===== src/rtl/core2wb_pkg.sv =====
// Shared types, defaults and helpers for the Ibex-to-Wishbone master bridge.
package core2wb_pkg;

  localparam int unsigned DEF_AW = 32;
  localparam int unsigned DEF_DW = 32;

  // Width needed to count 0..max_out inclusive.
  function automatic int unsigned cnt_width(input int unsigned max_out);
    return $clog2(max_out + 1);
  endfunction

endpackage : core2wb_pkg


===== src/rtl/core2wb_if.sv =====
// Bundles for the two sides of the bridge: the Ibex core memory port and the
// pipelined Wishbone B4 master port.
interface core_if
  import core2wb_pkg::*;
#(
  parameter int unsigned AW = DEF_AW,
  parameter int unsigned DW = DEF_DW
);
  logic              core_req;
  logic              core_gnt;
  logic              core_we;
  logic [AW-1:0]     core_addr;
  logic [DW/8-1:0]   core_be;
  logic [DW-1:0]     core_wdata;
  logic              core_rvalid;
  logic [DW-1:0]     core_rdata;
  logic              core_err;

  // Bridge side: accepts requests, returns responses.
  modport slave (
    input  core_req, core_we, core_addr, core_be, core_wdata,
    output core_gnt, core_rvalid, core_rdata, core_err
  );

  // Core side: issues requests, consumes responses.
  modport master (
    output core_req, core_we, core_addr, core_be, core_wdata,
    input  core_gnt, core_rvalid, core_rdata, core_err
  );
endinterface : core_if

interface wb_if
  import core2wb_pkg::*;
#(
  parameter int unsigned AW = DEF_AW,
  parameter int unsigned DW = DEF_DW
);
  logic              wb_cyc;
  logic              wb_stb;
  logic              wb_we;
  logic [AW-1:0]     wb_adr;
  logic [DW/8-1:0]   wb_sel;
  logic [DW-1:0]     wb_dat_o;
  logic              wb_stall;
  logic              wb_ack;
  logic              wb_err;
  logic [DW-1:0]     wb_dat_i;
  logic              wb_proto_err;

  // Bridge side: drives the bus cycle.
  modport master (
    output wb_cyc, wb_stb, wb_we, wb_adr, wb_sel, wb_dat_o, wb_proto_err,
    input  wb_stall, wb_ack, wb_err, wb_dat_i
  );

  // Interconnect side.
  modport slave (
    input  wb_cyc, wb_stb, wb_we, wb_adr, wb_sel, wb_dat_o, wb_proto_err,
    output wb_stall, wb_ack, wb_err, wb_dat_i
  );
endinterface : wb_if


===== src/rtl/wb_outstanding_cnt.sv =====
// Saturating up/down counter of issued-but-unanswered Wishbone transfers.
module wb_outstanding_cnt
  import core2wb_pkg::*;
#(
  parameter int unsigned MAX = 2,
  parameter int unsigned CW  = cnt_width(MAX)
) (
  input  logic clk,
  input  logic rst_n,
  input  logic inc_i,
  input  logic dec_i,
  output logic full_o,
  output logic empty_o
);

  localparam logic [CW-1:0] MAX_C = CW'(MAX);

  logic [CW-1:0] cnt_q, cnt_d;

  assign full_o  = (cnt_q == MAX_C);
  assign empty_o = (cnt_q == '0);

  // Next count: simultaneous inc and dec cancel; never wraps past 0 or MAX.
  always_comb begin
    // NOTE: default first so every path assigns cnt_d and no latch is inferred.
    cnt_d = cnt_q;
    if (inc_i && !dec_i && !full_o) begin
      cnt_d = cnt_q + 1'b1;
    end else if (dec_i && !inc_i && !empty_o) begin
      cnt_d = cnt_q - 1'b1;
    end
  end

  // Count register; reset drops all in-flight bookkeeping at once.
  always_ff @(posedge clk or negedge rst_n) begin
    // NOTE: non-blocking assignments in clocked blocks avoid evaluation-order races.
    if (!rst_n) begin
      cnt_q <= '0;
    end else begin
      cnt_q <= cnt_d;
    end
  end

endmodule : wb_outstanding_cnt


===== src/rtl/core2wb.sv =====
// Ibex req/gnt/rvalid/err memory port to pipelined Wishbone B4 master.
// Requests go straight onto the bus with zero added latency; CYC is held
// until every issued transfer has been answered. Responses can optionally
// be registered for timing.
module core2wb
  import core2wb_pkg::*;
#(
  parameter int unsigned DW              = DEF_DW,
  parameter int unsigned MAX_OUTSTANDING = 2,
  parameter bit          REG_RSP         = 1'b1
) (
  input  logic  clk,
  input  logic  rst_n,
  core_if.slave core,
  wb_if.master  wb
);

  logic cnt_full;
  logic cnt_empty;
  logic stb;
  logic issue;
  logic rsp;
  logic stray;
  logic perr_q, perr_d;

  // Strobe never looks at stall, so a stalled slave still sees a stable
  // request. Reset forces it low at once even while the core keeps asking.
  assign stb   = core.core_req & ~cnt_full & rst_n;
  assign issue = stb & ~wb.wb_stall;

  // A response only counts when something is actually outstanding; an
  // ack and err in the same cycle is a single (error) response.
  assign rsp   = wb.wb_cyc & (wb.wb_ack | wb.wb_err) & ~cnt_empty;
  assign stray = (wb.wb_ack | wb.wb_err) & cnt_empty;

  wb_outstanding_cnt #(
    .MAX (MAX_OUTSTANDING)
  ) u_cnt (
    .clk     (clk),
    .rst_n   (rst_n),
    .inc_i   (issue),
    .dec_i   (rsp),
    .full_o  (cnt_full),
    .empty_o (cnt_empty)
  );

  assign core.core_gnt = issue;

  assign wb.wb_stb   = stb;
  assign wb.wb_cyc   = stb | ~cnt_empty;
  assign wb.wb_we    = core.core_we;
  assign wb.wb_adr   = core.core_addr;
  assign wb.wb_sel   = core.core_be;
  assign wb.wb_dat_o = core.core_wdata;

  assign perr_d          = perr_q | stray;
  assign wb.wb_proto_err = perr_q;

  // Sticky protocol-error flag: only reset clears it.
  always_ff @(posedge clk or negedge rst_n) begin
    if (!rst_n) begin
      perr_q <= 1'b0;
    end else begin
      perr_q <= perr_d;
    end
  end

  if (REG_RSP) begin : g_rsp_reg
    logic          rvalid_q;
    logic          err_q;
    logic [DW-1:0] rdata_q;

    // Response pipeline stage; rdata only loads on an accepted response.
    always_ff @(posedge clk or negedge rst_n) begin
      // NOTE: rdata is a single register, not a memory, so it is reset to keep the output at 0 in reset.
      if (!rst_n) begin
        rvalid_q <= 1'b0;
        err_q    <= 1'b0;
        rdata_q  <= '0;
      end else begin
        rvalid_q <= rsp;
        err_q    <= rsp & wb.wb_err;
        if (rsp) begin
          rdata_q <= wb.wb_dat_i;
        end
      end
    end

    assign core.core_rvalid = rvalid_q;
    assign core.core_err    = err_q;
    assign core.core_rdata  = rdata_q;
  end else begin : g_rsp_comb
    assign core.core_rvalid = rsp;
    assign core.core_err    = wb.wb_err;
    assign core.core_rdata  = wb.wb_dat_i;
  end

endmodule : core2wb


===== src/flat_wrapper.sv =====
// flat-port wrapper written by rule: the top's interface ports become plain ports
module core2wb_flat import core2wb_pkg::*;
#(
  parameter int unsigned DW              = DEF_DW,
  parameter int unsigned MAX_OUTSTANDING = 2,
  parameter bit          REG_RSP         = 1'b1
)
  (clk, rst_n, core_core_req, core_core_we, core_core_addr, core_core_be, core_core_wdata, core_core_gnt, core_core_rvalid, core_core_rdata, core_core_err, wb_wb_cyc, wb_wb_stb, wb_wb_we, wb_wb_adr, wb_wb_sel, wb_wb_dat_o, wb_wb_proto_err, wb_wb_stall, wb_wb_ack, wb_wb_err, wb_wb_dat_i);
  core_if #(.AW(32), .DW(DW)) core_i ();
  wb_if #(.AW(32), .DW(DW)) wb_i ();
  input  logic clk;
  input  logic rst_n;
  input wire logic [$bits(core_i.core_req)-1:0] core_core_req;
  input wire logic [$bits(core_i.core_we)-1:0] core_core_we;
  input wire logic [$bits(core_i.core_addr)-1:0] core_core_addr;
  input wire logic [$bits(core_i.core_be)-1:0] core_core_be;
  input wire logic [$bits(core_i.core_wdata)-1:0] core_core_wdata;
  output wire logic [$bits(core_i.core_gnt)-1:0] core_core_gnt;
  output wire logic [$bits(core_i.core_rvalid)-1:0] core_core_rvalid;
  output wire logic [$bits(core_i.core_rdata)-1:0] core_core_rdata;
  output wire logic [$bits(core_i.core_err)-1:0] core_core_err;
  output wire logic [$bits(wb_i.wb_cyc)-1:0] wb_wb_cyc;
  output wire logic [$bits(wb_i.wb_stb)-1:0] wb_wb_stb;
  output wire logic [$bits(wb_i.wb_we)-1:0] wb_wb_we;
  output wire logic [$bits(wb_i.wb_adr)-1:0] wb_wb_adr;
  output wire logic [$bits(wb_i.wb_sel)-1:0] wb_wb_sel;
  output wire logic [$bits(wb_i.wb_dat_o)-1:0] wb_wb_dat_o;
  output wire logic [$bits(wb_i.wb_proto_err)-1:0] wb_wb_proto_err;
  input wire logic [$bits(wb_i.wb_stall)-1:0] wb_wb_stall;
  input wire logic [$bits(wb_i.wb_ack)-1:0] wb_wb_ack;
  input wire logic [$bits(wb_i.wb_err)-1:0] wb_wb_err;
  input wire logic [$bits(wb_i.wb_dat_i)-1:0] wb_wb_dat_i;
  assign core_i.core_req = core_core_req;
  assign core_i.core_we = core_core_we;
  assign core_i.core_addr = core_core_addr;
  assign core_i.core_be = core_core_be;
  assign core_i.core_wdata = core_core_wdata;
  assign core_core_gnt = core_i.core_gnt;
  assign core_core_rvalid = core_i.core_rvalid;
  assign core_core_rdata = core_i.core_rdata;
  assign core_core_err = core_i.core_err;
  assign wb_wb_cyc = wb_i.wb_cyc;
  assign wb_wb_stb = wb_i.wb_stb;
  assign wb_wb_we = wb_i.wb_we;
  assign wb_wb_adr = wb_i.wb_adr;
  assign wb_wb_sel = wb_i.wb_sel;
  assign wb_wb_dat_o = wb_i.wb_dat_o;
  assign wb_wb_proto_err = wb_i.wb_proto_err;
  assign wb_i.wb_stall = wb_wb_stall;
  assign wb_i.wb_ack = wb_wb_ack;
  assign wb_i.wb_err = wb_wb_err;
  assign wb_i.wb_dat_i = wb_wb_dat_i;
  core2wb #(.DW(DW), .MAX_OUTSTANDING(MAX_OUTSTANDING), .REG_RSP(REG_RSP)) u_core (.clk(clk), .rst_n(rst_n), .core(core_i), .wb(wb_i));
endmodule

===== config.mk =====
export PLATFORM = sky130hd
export DESIGN_NAME = core2wb_flat
export DESIGN_NICKNAME = d
export VERILOG_FILES = /design/src/rtl/core2wb_pkg.sv /design/src/rtl/core2wb_if.sv /design/src/rtl/wb_outstanding_cnt.sv /design/src/rtl/core2wb.sv /design/src/flat_wrapper.sv
export SDC_FILE = /design/constraint.sdc
export NUM_CORES = 1
export LEC_CHECK = 0
export ABC_AREA = 0
export CORE_MARGIN = 8
export CORE_UTILIZATION = 31
export DETAILED_ROUTE_END_ITERATION = 6
export PLACE_DENSITY_LB_ADDON = 0.08
export SLEW_MARGIN = 20
export SYNTH_ARGS = -nofsm -noshare
export SYNTH_HDL_FRONTEND = slang
export SYNTH_HIERARCHICAL = 1
export SYNTH_SLANG_ARGS = --single-unit

===== constraint.sdc =====
create_clock -name clk -period 3.85 [get_ports clk]
set_clock_uncertainty 0.1 [all_clocks]
set_input_delay 1.155 -clock clk [delete_from_list [all_inputs] [get_ports clk]]
set_output_delay 1.155 -clock clk [all_outputs]
set_load 0.005 [all_outputs]

==> results of run 1 <==
final cells by class:
| class | instances | area, um^2 |
|---|---|---|
| clock inverters | 1 | 5.00 |
| multi-input cells | 50 | 594 |
| repair buffers | 78 | 781 |
| inverters | 2 | 7.51 |
| well taps | 80 | 100 |
| flip-flops and latches | 37 | 926 |
| fillers | 643 | 4130 |
| clock buffers | 7 | 96.3 |
how the worst max path moves through the flow:
stage,start,to,slack (ps),cells past startpoint
floorplan,rst_n,core_core_gnt,1130,2
global placement,core_core_req,core_core_gnt,220,4
detailed placement,core_core_req,core_core_gnt,180,4
CTS,core_core_req,core_core_gnt,170,4
global route,core_core_req,core_core_gnt,80,4
finish,core_core_req,core_core_gnt,190,4
power groups by stage:
stage | registers [mW] | clock network (mW) | logic, mW
3_5_place_dp | 0.686 | 0 | 0.973
5_1_grt | 0.706 | 0.329 | 1.02
2_1_floorplan | 0.694 | 0 | 0.515
4_1_cts | 0.680 | 0.312 | 0.981
6_report | 0.677 | 0.299 | 0.958
3_3_place_gp | 0.678 | 0 | 0.964
layer usage:
metal,wire (um),GRT usage,vias to the layer above,share of wire
met4,263,0.0803,0,0.046
met1,1730,0.0966,532,0.30
met5,0,0,-,0
met2,2780,0.192,98,0.49
met3,950,0.0925,22,0.17
li1,-,-,476,-
state kept, by name, indices dropped and copies added, names as in the netlist:
| signal | flops |
|---|---|
| u_core/core.core_rdata | 32 |
| u_core/u_cnt/cnt_q | 2 |
| u_core/core.core_err | 1 |
| u_core/core.core_rvalid | 1 |
| u_core/wb.wb_proto_err | 1 |
cells in the final DEF (no fill, tap or decap), drive strengths merged:
master,instances
nor2,3
and2b,1
clkdlybuf4s50,74
xnor2,1
inv,2
o21bai,1
clkbuf,7
clkinv,1
dfrtp,37
nand3b,1
nor2b,2
mux2,32
o21ai,1
a221o,1
nand2,2
buf,4
nor3b,1
mux2i,1
nand2b,2
a21oi,1
cells by family after synthesis:
group,Yosys count,synth area share
AOI/OAI and AO/OA,4,0.0186
xor gates and xnor gates,1,0.00421
buffers and inverters,74,0.269
DFF,37,0.445
muxes,33,0.230
and+or+nand+nor,12,0.0325
stage by stage:
stage / utilization / setup WS (ps) / hold WS, ps / total power [mW]
after floorplan: - / 1130 / 359 / 1.21
after global placement: 0.363 / 222 / 363 / 1.64
after detailed placement: 0.363 / 182 / 390 / 1.66
after CTS: 0.378 / 171 / 409 / 1.97
after global routing: 0.378 / 76.7 / 429 / 2.06
final: 0.378 / 190 / 396 / 1.93
==> metrics.txt, run 1 <==
run status complete, no violations; worst slew margin relative to its limit 0.606; Static Leak 1.14 nW; endpoints failing setup 0; Critical Path Fanout Max 3; count of nets after finishing 281; Synth warnings 6; number of synthesized flops with an enable pin 0; power density cells 771 mW/mm^2; switch share 0.270; final hold violations 0; area share of the leading cell type in the synthesized netlist 0.445; proportion of synthesized flip-flops having asynchronous set or reset 1.00; global route total overflow 0; Total Wirelength 5730 um; Synthesized Nets roughly 270; vias per cell 4.42; clock transition at the registers of the reported paths 80 ps; gate family responsible for the most delay along the worst path buffers and inverters; average cell area after synthesis 12.9 um^2; layout overhead on the synthesized area 20.7%; Num Clock Sinks 37; category of the most critical setup path input pin to output pin; total I/O pin count between 200 and 250; Data arrival, critical path between 2000 and 2500 ps; fin crit share 0.951; power share of the sequential group 0.350; violation count after the first detailed-routing iteration 15; number of remaining DRC errors 0; data required time at the worst endpoint around 2600 ps; launch point of the worst hold path u_core/wb.wb_proto_err; unrepaired setup endpoints after global routing no; count of cells resized by post-cts repair 0; endpoint kind of the worst setup timing path output pin; total global-route track usage 0.118; pin count of the biggest net entering global routing 38; fin area 0.00251 mm^2; ratio of cells with drive above 1 in the final layout 0.263; max incr delay on CP 530 ps; buffers added on ports 75; combinational power share 0.495; antenna diode instance count 0; detailed-placement wirelength estimate 4640 um; HP Class register to register; area post-placement between 0.002 and 0.0025 mm^2; chip height roughly 98 um; number of instances on the worst hold path 1; Crit path buffers/inverters 2; reg2reg path depth 6; count of unique library cells instantiated by Yosys 19; minimum clock period ~3700 ps; measured slew at the worst slew-check pin slightly below 600 ps; via count of the first global-routing pass 1,283; Most common cell on crit path sky130_fd_sc_hd__clkdlybuf4s50_1; horizontal die dimension 97.9 um; H-tree levels 2; leading area contributor after synthesis sky130_fd_sc_hd__dfrtp_1; length of the first detailed-routing pass in iterations 3; global-route wire length before repair 8580 um; sink of the worst hold path u_core/wb.wb_proto_err; clock tree from TritonCTS yes; FMAX 273 MHz; Cell Rows 30; via count 1,128; most frequent cell after synthesis sky130_fd_sc_hd__buf_4; switching power total 522 uW; Routed Antenna Nets 0; sequential-to-total area share from yosys stat 0.445; count of pins over their slew limit 0; clock network fraction of design power 0.155; number of maximum-capacitance violations 0; non-filler cells in the finished layout 255; Post-CTS Hold Buffers 0; CP max-delay cell sky130_fd_sc_hd__clkdlybuf4s50_1; latest clock arrival within the worst-skew pair a little under 300 ps; Setup crit start kind input pin; capture instance of the worst register-to-register path u_core/u_cnt/cnt_q[1]; beginning of the worst register-to-register path u_core/u_cnt/cnt_q[0]; antenna violations before repair 0; TNS Setup 0 ps; Wirelength per Cell 22.5 um; VDD IR-drop max 0.244 mV; total die area ~0.0096 mm^2; internal power 1.41 mW; Primary FF master, synth sky130_fd_sc_hd__dfrtp_1; Routability Congestion around 0.74; number of instances in the synthesized netlist 161; Max clock buf depth 2; Starting Density 0.313; standard cell core area 0.00664 mm^2; cells taking the most area after synthesis sky130_fd_sc_hd__dfrtp_1 45%, sky130_fd_sc_hd__buf_4 25%, sky130_fd_sc_hd__mux2_4 21%; Synth top cells by count 69 x sky130_fd_sc_hd__buf_4, 37 x sky130_fd_sc_hd__dfrtp_1, 29 x sky130_fd_sc_hd__mux2_4; setup slack of the worst register-to-register path 1850 ps; TritonCTS buffer count 5; synthesis-stage register bit count 37; cell total after placement 247; worst path cell trace clkdlybuf4s50_1, nand3b_1, nor2_1, clkdlybuf4s50_1; CTS Root Buffer Type sky130_fd_sc_hd__clkbuf_8; buffers inserted during post-CTS setup optimization 0; summed instance area of the synthesized netlist roughly 0.0021 mm^2
(Power assumes the default switching activity.)
==> inputs of run 2 (changes only) <==
--- a/config.mk
+++ b/config.mk
@@ -8,6 +8,7 @@
 export ABC_AREA = 0
 export CORE_MARGIN = 8
 export CORE_UTILIZATION = 31
+export CTS_CLUSTER_DIAMETER = 50
 export DETAILED_ROUTE_END_ITERATION = 6
 export PLACE_DENSITY_LB_ADDON = 0.08
 export SLEW_MARGIN = 20
==> results of run 2 <==
No change in the layout: final DEF, timing and power equal those of run 1.
==> inputs of run 3 (changes only) <==
--- a/config.mk
+++ b/config.mk
@@ -10,6 +10,7 @@
 export CORE_UTILIZATION = 31
 export CTS_CLUSTER_DIAMETER = 50
 export DETAILED_ROUTE_END_ITERATION = 6
+export HOLD_SLACK_MARGIN = 0.05
 export PLACE_DENSITY_LB_ADDON = 0.08
 export SLEW_MARGIN = 20
 export SYNTH_ARGS = -nofsm -noshare
==> results of run 3 <==
No change in the layout: final DEF, timing and power equal those of run 1.
==> RTL change 1: new RTL, flow settings as in run 2 <==
`REG_RSP` is set to 1'b1 in 2 places; all go to 1'b0.
--- a/src/rtl/core2wb.sv
+++ b/src/rtl/core2wb.sv
@@ -9,3 +9,3 @@
   parameter int unsigned MAX_OUTSTANDING = 2,
-  parameter bit          REG_RSP         = 1'b1
+  parameter bit          REG_RSP         = 1'b0
 ) (
--- a/src/flat_wrapper.sv
+++ b/src/flat_wrapper.sv
@@ -5,3 +5,3 @@
   parameter int unsigned MAX_OUTSTANDING = 2,
-  parameter bit          REG_RSP         = 1'b1
+  parameter bit          REG_RSP         = 1'b0
 )
Formal check against the unedited RTL: not equivalent (Yosys sat finds a counterexample within 4 cycles, from zero or initial values and one cycle with rst_n low).
==> RTL change 1 against run 2 <==
- sequential share of layout area shrank 18 points
- area after synthesis shrank 54%
- routed wire length shrank 63%
- worst hold slack lost 0.034 ns
- total power shrank 91%
- synthesized cell count shrank 23%
- design area shrank 84%
- critical endpoint unchanged
- worst setup slack lost 0.031 ns
- register-to-register slack gained 0.33 ns
- sequential cell count shrank 34
- highest routed layer unchanged
==> RTL change 1: results (changes against run 2) <==
[timing]
tightestPinTransition_ns = 0.277  ; was 0.590 ns
hold_ws_ns = 0.362  ; was 0.396 ns

[setup_path]
ff2ff_path_depth = 7  ; was 6
crit_arrival_ns = 2.44  ; was 2.41 ns
startpoint = rst_n  ; was core_core_req
cpLargestDelayFamily = buffers and inverters  ; unchanged
reg2reg_setup_slack_ns = 2.18  ; was 1.85 ns
reg2reg_from = u_core/u_cnt/cnt_q[1]$_DFFE_PN0P_  ; was u_core/u_cnt/cnt_q[0]$_DFFE_PN0P_
critPathMaxFanout = 3  ; unchanged

[finish]
fillCellCount = 356  ; was 643
layout-drive-gt1-share = 0.200  ; was 0.263
fin_nets = 148  ; was 281
largest_reg_flops = 2  ; was 32

[yosys]
yosysTopAreaCellShare = 0.794  ; was 0.445
synth_commonest_cells = buf_4, nor2_1, dfrtp_1  ; was buf_4, dfrtp_1, mux2_4
synth_cell_types = 15  ; was 19
syn_nets = 231  ; was 268
synthTopCellsByArea = buf_4, dfrtp_1, nand3b_4  ; was dfrtp_1, buf_4, mux2_4
seq_area_frac_synth = 0.0778  ; was 0.445

[detailed_routing]
drtIter0Drc = 6  ; was 15
wl_per_cell_um = 28.8  ; was 22.5 um
detail_route.vias_per_cell = 4.84  ; was 4.42

[power_and_ir_drop]
power_leakage_nw = 0.163  ; was 1.14 nW
ir_drop_mv = 0.0839  ; was 0.244 mV

[clock_tree]
cts_hold_buf = 0  ; unchanged
clk_pin_slew_ns = 0.03  ; was 0.08 ns
cts_repair_resize_count = 0  ; unchanged
cts_setup_buffers = 0  ; unchanged
clk_latency_ns = 0.23  ; was 0.29 ns
cts_max_path_buffers = 2  ; unchanged
numCtsBuffers = 3  ; was 5
htree_levels = 1  ; was 2
clock_tree.root_cell = clkbuf_4  ; was clkbuf_8

[grt]
grt.total_usage = 0.0779  ; was 0.118
grt_pass1_wl_um = 2910  ; was 8580 um
grt_pass1_vias = 403  ; was 1283
grt_start_max_net_pins = 7  ; was 38

[place]
gp_congestion = 0.678  ; was 0.745
io_buffers = 11  ; was 75

[hold_path]
hp-start = u_core/wb.wb_proto_err$_DFF_PN0_  ; unchanged
holdPathEnd = u_core/wb.wb_proto_err$_DFF_PN0_  ; unchanged
hold_path.class = flop to flop  ; unchanged
whs_path_depth = 1  ; unchanged

[outcome]
status = finished clean  ; unchanged

[floorplanning]
start_util = 0.321  ; was 0.313

## RTL change 1: cell types whose count changed after synthesis, sizes merged
cell,delta
and2b,-1
dfrtp,-34
mux2,-32
o21bai,-1
nor2,+2
buf,+30
inv,-1
## RTL change 1: area by class of cell
class                   instances  area share
clock buffers                   4      0.0658
inverters                       1     0.00940
multi-input cells              18       0.301
flip-flops and latches          3       0.188
well taps                      33       0.103
repair buffers                 14       0.332
## RTL change 1: how the worst max path moves through the flow
stage	slack [ns]	endpoint
floorplan	1.20	core_core_rvalid
global placement	0.20	core_core_gnt
detailed placement	0.15	core_core_gnt
CTS	0.14	core_core_gnt
global route	0.09	core_core_gnt
finish	0.16	core_core_gnt
## RTL change 1: layer usage
metal  vias to the layer above  wire, um  GRT usage
met5                         -         0          0
met2                        84       884     0.0992
met3                        24       669      0.128
met4                         0       125     0.0612
li1                        108         -          -
met1                       137       420     0.0438
## RTL change 1: through the flow
step,instance area [um2],worst slack [ns],instances,util,total power [W]
2_1_floorplan,965,1.20,124,-,0.000167
3_3_place_gp,373,0.200,69,0.124,0.000128
3_5_place_dp,373,0.155,69,0.124,0.000130
4_1_cts,399,0.143,73,0.133,0.000186
5_1_grt,399,0.0883,73,0.133,0.000202
6_report,399,0.158,73,0.133,0.000180
## RTL change 1: cells by family after synthesis
group	Yosys count	share of synthesized area
buffers and inverters	103	0.798
AND/OR/NAND/NOR	13	0.0843
AO/OA/AOI/OAI	3	0.0207
flip-flops	3	0.0778
XOR/XNOR	1	0.00908
multiplexers	1	0.0104
## RTL change 1: power by group
group	leakage, nW	internal, W	switching, W
logic	0.112	0.0000462	0.0000340
clock network	0.0150	0.0000387	0.0000143
registers	0.0355	0.0000376	0.00000913
==> RTL change 2: new RTL, config.mk and constraints of run 2 <==
Without the edit above. Compare `cnt_q` against `MAX_C` with >= in place of ==.
--- a/src/rtl/wb_outstanding_cnt.sv
+++ b/src/rtl/wb_outstanding_cnt.sv
@@ -19,3 +19,3 @@
 
-  assign full_o  = (cnt_q == MAX_C);
+  assign full_o  = (cnt_q >= MAX_C);
   assign empty_o = (cnt_q == '0);
Formal check against the unedited RTL: same outputs for any inputs over 10 cycles, from zero or initial values and one cycle with rst_n low; that may be too few to reach the edited logic, so the function may still have changed.
==> RTL change 2 against run 2 <==
- synthesized cell count grew 0.62%
- critical path depth is the same
- largest cell class unchanged
- worst setup slack gained 0.024 ns
- area after synthesis shrank 0.30%
- sequential cell count is the same
- worst hold slack lost 0.0076 ns
- design area shrank 1.7%
- total power shrank 4.9%
- final cell count shrank 0.39%
- die area shrank 0.24%
- largest power group unchanged
- maximum frequency grew 0.67%
- routed wire length shrank 9.7%
- combinational power shrank 4.4%
==> RTL change 2: results (changes against run 2) <==
[clock_tree]
cts_setup_buffers = 0  ; unchanged
clock_tree.root_cell = clkbuf_8  ; unchanged
clk_latency_ns = 0.28
cts_max_path_buffers = 2  ; unchanged
htree_levels = 2  ; unchanged
clk_pin_slew_ns = 0.07

[yosys]
seq_area_frac_synth = 0.447  ; was 0.445
synth_commonest_cells = buf_4, dfrtp_1, mux2_4  ; unchanged
synthTopCellsByArea = dfrtp_1, buf_4, mux2_4  ; unchanged
yosys_warnings = 6  ; unchanged
syn_nets = 269  ; was 268
synth_cell_types = 18  ; was 19
synthArstFlopShare = 1.00  ; unchanged

[finish]
largest_reg_flops = 32  ; unchanged
diodes = 0  ; unchanged
fin_nets = 282  ; was 281
layout-drive-gt1-share = 0.264  ; was 0.263

[timing]
max-slew-margin-rel = 0.676  ; was 0.606
fmax_mhz = 275  ; was 273 MHz
hold_ws_ns = 0.389  ; was 0.396 ns

[grt]
grt_start_max_net_pins = 38  ; unchanged
grt_pass1_wl_um = 8020  ; was 8580 um
grt.total_usage = 0.108  ; was 0.118
antenna_found_initial = 0  ; unchanged
grt_pass1_vias = 1326  ; was 1283

[detailed_routing]
routed_wl_um = 5170  ; was 5730 um
drtIter0Drc = 20  ; was 15
dr.pass1.iters = 4  ; was 3
vias = 1165  ; was 1128

[outcome]
status = finished clean  ; unchanged

[power_and_ir_drop]
ir_drop_mv = 0.212  ; was 0.244 mV
power_leakage_nw = 1.12  ; was 1.14 nW

[hold_path]
hold_path.class = flop to flop  ; unchanged
holdPathEnd = u_core/wb.wb_proto_err$_DFF_PN0_  ; unchanged
hp-start = u_core/wb.wb_proto_err$_DFF_PN0_  ; unchanged

[place]
io_buffers = 75  ; unchanged
dpl_cell_area_um2 = 2390  ; was 2410 um2
gp_congestion = 0.713  ; was 0.745
dp_hpwl_um = 4040  ; was 4640 um
pre_cts_slack_ns = 0.210  ; was 0.182 ns

[setup_path]
reg2reg_from = u_core/u_cnt/cnt_q[1]$_DFFE_PN0P_  ; was u_core/u_cnt/cnt_q[0]$_DFFE_PN0P_
cp-endpoint = core_core_gnt  ; unchanged
ff2ff_path_depth = 7  ; was 6
reg2reg_setup_slack_ns = 1.92  ; was 1.85 ns
critPathMaxFanout = 3  ; unchanged
reg2reg_to = u_core/u_cnt/cnt_q[0]$_DFFE_PN0P_  ; was u_core/u_cnt/cnt_q[1]$_DFFE_PN0P_
crit_arrival_ns = 2.38  ; was 2.41 ns
startpoint = core_core_req  ; unchanged

[RTL change 2: changes by cell type after synthesis]
cell | before | now
a221o_1 | 1 | 0
mux2i_1 | 1 | 0
inv_1 | 2 | 3
nor2b_1 | 2 | 1
xnor2_1 | 1 | 0
nor3b_2 | 0 | 1
nor3b_1 | 1 | 0
a21oi_1 | 1 | 3
o22ai_1 | 0 | 1
clkbuf_1 | 0 | 1
[RTL change 2: through the flow]
step | instances | total power, W
finish | 254 | 0.00184
detailed placement | 248 | 0.00162
CTS | 254 | 0.00189
global route | 254 | 0.00197
global placement | 248 | 0.00160
floorplan | 162 | 0.00117
[RTL change 2: logic make-up after synthesis]
family / after synthesis / synth area share
AOI/OAI and AO/OA: 6 / 0.0217
muxes: 32 / 0.226
buffers and inverters: 76 / 0.273
DFF: 37 / 0.447
and+or+nand+nor: 11 / 0.0320
[RTL change 2: cell type report]
cell class                 count  area, um2
fill                         640       4180
sequential                    37        926
timing repair buffer          79        776
multi-input combinational     49        581
tap                           80        100
clock buffer                   5       68.8
inverter                       3       11.3
clock inverter                 1       5.00
[RTL change 2: report_power, final]
group	switching, W	total (W)	internal, W	leakage, nW
Sequential	0.000102	0.000678	0.000576	0.438
Clock	0.000127	0.000246	0.000119	0.0399
Combinational	0.000268	0.000916	0.000648	0.646
[RTL change 2: worst max-delay path, cell delays in order]
cell,delay [ns]
clkdlybuf4s50_1,0.45
nand3b_1,0.11
nor2_1,0.14
clkdlybuf4s50_1,0.52
[RTL change 2: metal layers]
metal	up-vias	share of wire	track usage
li1	477	-	-
met1	547	0.34	0.103
met2	100	0.48	0.170
met3	41	0.12	0.0569
met4	0	0.063	0.0887
met5	-	0	0
